$ cat config.mk
export PLATFORM = sky130hd
export DESIGN_NAME = count_frame_tx
export DESIGN_NICKNAME = d
export VERILOG_FILES = /design/src/rtl/count_frame_tx.sv
export SDC_FILE = /design/constraint.sdc
export NUM_CORES = 1
export LEC_CHECK = 0
export BUFFER_PORTS_ARGS = -buffer_cell sky130_fd_sc_hd__buf_2
export CAP_MARGIN = 20
export CORE_MARGIN = 2
export CORE_UTILIZATION = 57
export DETAILED_ROUTE_END_ITERATION = 7
export GPL_ROUTABILITY_DRIVEN = 0
export GPL_TIMING_DRIVEN = 0
export PLACE_DENSITY_LB_ADDON = 0.1
export SETUP_SLACK_MARGIN = 0.02
export SYNTH_ARGS = -nofsm -noshare
export SYNTH_HDL_FRONTEND = slang
export SYNTH_SLANG_ARGS = --single-unit
$ cat constraint.sdc
create_clock -name clk -period 2.33 [get_ports clk]
set_input_delay 0.466 -clock clk [delete_from_list [all_inputs] [get_ports clk]]
set_output_delay 0.466 -clock clk [all_outputs]
set_load 0.01 [all_outputs]
$ cat src/rtl/count_frame_tx.sv
// count_frame_tx: snapshots {mod,count} on a start request and shifts it out
// as a framed serial word: start 0, count LSB first, mod, even parity, stop 1.
// Each bit is held DIV clock cycles. Rejected starts while busy are counted.
module count_frame_tx #(
  parameter int unsigned WIDTH = 4,
  parameter int unsigned DIV   = 1
) (
  input  logic             clk,
  input  logic             rst,
  input  logic [WIDTH-1:0] count,
  input  logic             mod,
  input  logic             start,
  output logic             sdata,
  output logic             busy,
  output logic             done,
  output logic [7:0]       drop_cnt
);

  localparam int unsigned IDXW = $clog2(WIDTH + 1);
  localparam logic [IDXW-1:0] LAST_IDX = IDXW'(WIDTH);
  localparam logic [7:0] DIV_M1 = 8'(DIV - 1);

  typedef enum logic [2:0] {
    IDLE,
    START,
    DATA,
    PARITY,
    STOP
  } state_e;

  state_e          state_q, state_d;
  logic            sdata_q, sdata_d;
  logic            busy_q, busy_d;
  logic            done_q, done_d;
  logic [7:0]      drop_q, drop_d;
  logic [7:0]      div_q, div_d;
  logic [IDXW-1:0] idx_q, idx_d;
  logic [WIDTH:0]  snap_q, snap_d;
  logic            bit_end;

  assign bit_end = (div_q == '0);

  // Next-state, next-output, divider, bit index and drop counter.
  always_comb begin
    state_d = state_q;
    sdata_d = sdata_q;
    busy_d  = busy_q;
    done_d  = 1'b0;
    drop_d  = drop_q;
    div_d   = div_q;
    idx_d   = idx_q;
    snap_d  = snap_q;

    // The divider counts down within a bit; the boundary cases below reload it.
    if (state_q != IDLE && !bit_end) begin
      div_d = div_q - 8'd1;
    end

    // Every request seen outside IDLE is rejected, including in the final STOP cycle.
    if (state_q != IDLE && start && drop_q != 8'hFF) begin
      drop_d = drop_q + 8'd1;
    end

    case (state_q)
      IDLE: begin
        sdata_d = 1'b1;
        busy_d  = 1'b0;
        if (start) begin
          snap_d  = {mod, count};
          state_d = START;
          sdata_d = 1'b0;
          busy_d  = 1'b1;
          div_d   = DIV_M1;
        end
      end
      START: begin
        if (bit_end) begin
          state_d = DATA;
          idx_d   = '0;
          sdata_d = snap_q[0];
          div_d   = DIV_M1;
        end
      end
      DATA: begin
        if (bit_end) begin
          div_d = DIV_M1;
          if (idx_q == LAST_IDX) begin
            state_d = PARITY;
            sdata_d = ^snap_q;
          end else begin
            idx_d   = idx_q + IDXW'(1);
            sdata_d = snap_q[idx_q + IDXW'(1)];
          end
        end
      end
      PARITY: begin
        if (bit_end) begin
          state_d = STOP;
          sdata_d = 1'b1;
          div_d   = DIV_M1;
        end
      end
      STOP: begin
        if (bit_end) begin
          state_d = IDLE;
          sdata_d = 1'b1;
          busy_d  = 1'b0;
          done_d  = 1'b1;
        end
      end
      default: begin
        state_d = IDLE;
        sdata_d = 1'b1;
        busy_d  = 1'b0;
      end
    endcase
  end

  // State and registered outputs with synchronous active-low reset.
  always_ff @(posedge clk) begin
    if (!rst) begin
      state_q <= IDLE;
      sdata_q <= 1'b1;
      busy_q  <= 1'b0;
      done_q  <= 1'b0;
      drop_q  <= '0;
      div_q   <= '0;
      idx_q   <= '0;
      snap_q  <= '0;
    end else begin
      state_q <= state_d;
      sdata_q <= sdata_d;
      busy_q  <= busy_d;
      done_q  <= done_d;
      drop_q  <= drop_d;
      div_q   <= div_d;
      idx_q   <= idx_d;
      snap_q  <= snap_d;
    end
  end

  assign sdata    = sdata_q;
  assign busy     = busy_q;
  assign done     = done_q;
  assign drop_cnt = drop_q;

endmodule

==> results.ini <==
[run_status]
status=complete, no violations

[layout]
multi_input_area_um2=1012
final_nets=218
area_delta_synth_final_pct=12.53
regArea_um2=600.6
finish.utilization_pct=67.24
num_antenna_cells=0
layout.cells.non_filler=235
drive_above_1_share_pct=19.61
fill_cells=230
final_area_um2=1854

[routing]
top_layer=met4
drt_first_pass_iters=4
wirelength_um=3209
ant_nets=0
drtIter0Drc=35
post_drt_via_cell_ratio=5.749
vias=1351
wl_met3_um=120
met2_length_um=1603
drc=0
wl_per_cell_um=13.66
wl_met1_um=1437

[synthesis]
synth_warnings=0
synth_area_leader_cell=dfxtp_1
syn_avg_cell_area_um2=9.155
synth-seq-cells=30
synthCells=180
synthDistinctLibCells=45
synthTopCellsByArea=dfxtp_1 (36%), mux2i_1 (6.1%), xnor2_1 (4.3%), xor2_1 (4.3%), and2_1 (3.8%)
synth-edff-count=0
synth_ff_type=dfxtp_1
syn_area_um2=1648
syn-num-nets=193
ys_seq_area_share_pct=36.45
synth_top_area_share_pct=36.45
async_reset_ff_share_pct=0

[pwr]
powerDensity_nw_per_um2=808.8
switchingPower_mw=0.5286
leakagePower_nw=0.7556
p_sw_share_pct=35.24
pwr-share-clk_pct=19.8
seqPwrFrac_pct=41.1
p_int_mw=0.9712
ir_drop_uv=544.4
combPwrFrac_pct=39.1

[die]
rows=19
fp.coreArea_um2=2758
dieArea_um2=3337
io_pins=19
fp.dieW_um=57.77
die_h_um=57.77
initial_core_util_pct=59.75

[timing]
period_needed_ps=2107
skew_ps=8.674
slew-limit-headroom_pct=62.80
fin_ws_ps=223.3
fin_crit_sh_pct=90.41
fmax_mhz=474.7
setup_viol=0
hold_viol=0
fin_tns_setup_ps=0
rsz0062_at_grt=no
worst_slew_pin_slew_ps=556.7
drv_slew=0

[placed_design]
port_buffers=18
placed_area_um2=1777
post-place-cells=229
place_ws_ps=78.90
hpwlAfterDp_um=2399

[setup_path]
path_max_fanout=6
endpoint_kind=flip-flop
rr_worst_depth=7
crit_required_ps=2540
r2r-end=sdata
cp-start-kind=flip-flop
reg2reg_slack_ps=220
timing.rr.start=idx_q[0]
crit_arrival_ps=2320
critical_path_class=reg2reg

[clock_tree]
cts.path.max_buffers=2
clk_pin_slew_ps=80
cts_htree_levels=2
clk_latency_ps=330
tritoncts=built
cts_setup_buffers=0
cts.sinks=30
ctsHoldBuffers=0
cts_buffers=5
cts_root_buf=clkbuf_4

[worst_hold_path]
min_from=mod
whs_path_depth=3
whs_endpoint=snap_q[4]
hold_class=in2reg

[grt]
grt_pass1_vias=1333
grt_overflow_total=0
grt_max_degree=11
grt.total_usage_pct=21.97
antenna_found_initial=0
grt_pass1_wl_um=5692

[run]
max_cap_viol_count=0

-- Yosys cell counts, drive strengths merged, types with 2 or more instances --
cell type and n:
nor2b 6, nand3 9, xnor2 8, and3 3
o21a 2, nand4b 2, buf 5, dfxtp 30
nand2 9, nor3b 2, or3 2, a21oi 6
clkbuf 2, nor2 15, a211oi 2, and4 2
a311oi 2, mux2i 11, ha 5, xor2 8
a21boi 3, nand2b 4, nor4 5, o21ai 6
and2 10, nor3 4, inv 6
-- how the worst max path moves through the flow --
stage          startpoint     to  slack (ps)  cells past startpoint
6_report         idx_q[0]  sdata         220                      7
5_1_grt          idx_q[0]  sdata          80                      7
4_1_cts          idx_q[0]  sdata          50                      7
3_5_place_dp     idx_q[0]  sdata          80                      7
3_3_place_gp     idx_q[0]  sdata         160                      7
2_1_floorplan    idx_q[0]  sdata         380                      7
-- final cells by class --
class                           count  area share, %
Clock buffer                        6          2.767
Buffer                              7          2.092
Sequential cell                    30          32.39
Multi-Input combinational cell    137          54.59
Tap cell                           31          2.092
Timing Repair Buffer               18          4.858
Inverter                            6          1.215
-- power by group through the flow --
stage          sequential [mW]  combinational (mW)  clock (mW)
3_3_place_gp             0.623               0.551           0
2_1_floorplan            0.628               0.449           0
5_1_grt                  0.626               0.652       0.323
4_1_cts                  0.615               0.572       0.310
6_report                 0.617               0.586       0.297
3_5_place_dp             0.627               0.568           0
-- registers in the layout (all words and copies together), names as in the netlist --
name,flops
busy,1
div_q,8
done,1
drop_cnt,8
idx_q,3
sdata,1
snap_q,5
state_q,3
-- worst max-delay path, cell delays in order (launching register included) --
cell and delay, ps:
dfxtp_1 360, inv_1 150, ha_4 340, mux2i_2 240
mux2i_1 120, a2111oi_2 370, nor4b_1 130, o32a_1 300
-- cells in the final DEF, fill, tap and decap left out, types with 3 or more instances in the layout --
cell	n
buf_2	22
and2_1	10
a21oi_1	6
o21ai_0	5
a21boi_0	3
ha_1	4
nor4_1	4
and3_1	3
nand2_1	9
nor3_1	4
nand3_1	8
clkbuf_4	5
inv_1	6
dfxtp_1	30
nor2_1	14
nand2b_1	4
nor2b_1	6
mux2i_1	8
xor2_1	8
xnor2_1	8
-- what timing repair did --
| item | in CTS | in global routing |
|---|---|---|
| setup endpoints to repair | 0 | 1 |
| gates resized for setup | 0 | 6 |
| endpoints found under the hold margin | 0 | 0 |
-- stage by stage --
stage	hold slack, ps	power [mW]
after floorplan	479.8	1.077
after global placement	494.9	1.174
after detailed placement	522.9	1.195
after CTS	386.2	1.498
after global routing	413.7	1.601
final	400.6	1.500
-- cell families (layout without fill, tap and decap cells) --
logic type      count (synthesis)  count (layout)  share of synthesized area, %
compound gates                 27              27                         11.77
xor+xnor                       17              17                         9.871
fa+ha+maj                       5               5                         3.797
buf+inv                        13              37                         3.721
flops                          30              30                         36.45
mux                            11              11                         7.441
simple gates                   77              77                         26.96
-- routing by layer --
layer	track usage [%]	up-vias
li1	-	684
met2	36.69	25
met3	6.250	5
met5	0	-
met4	9.302	0
met1	26.44	637
(Power assumes the default switching activity.)
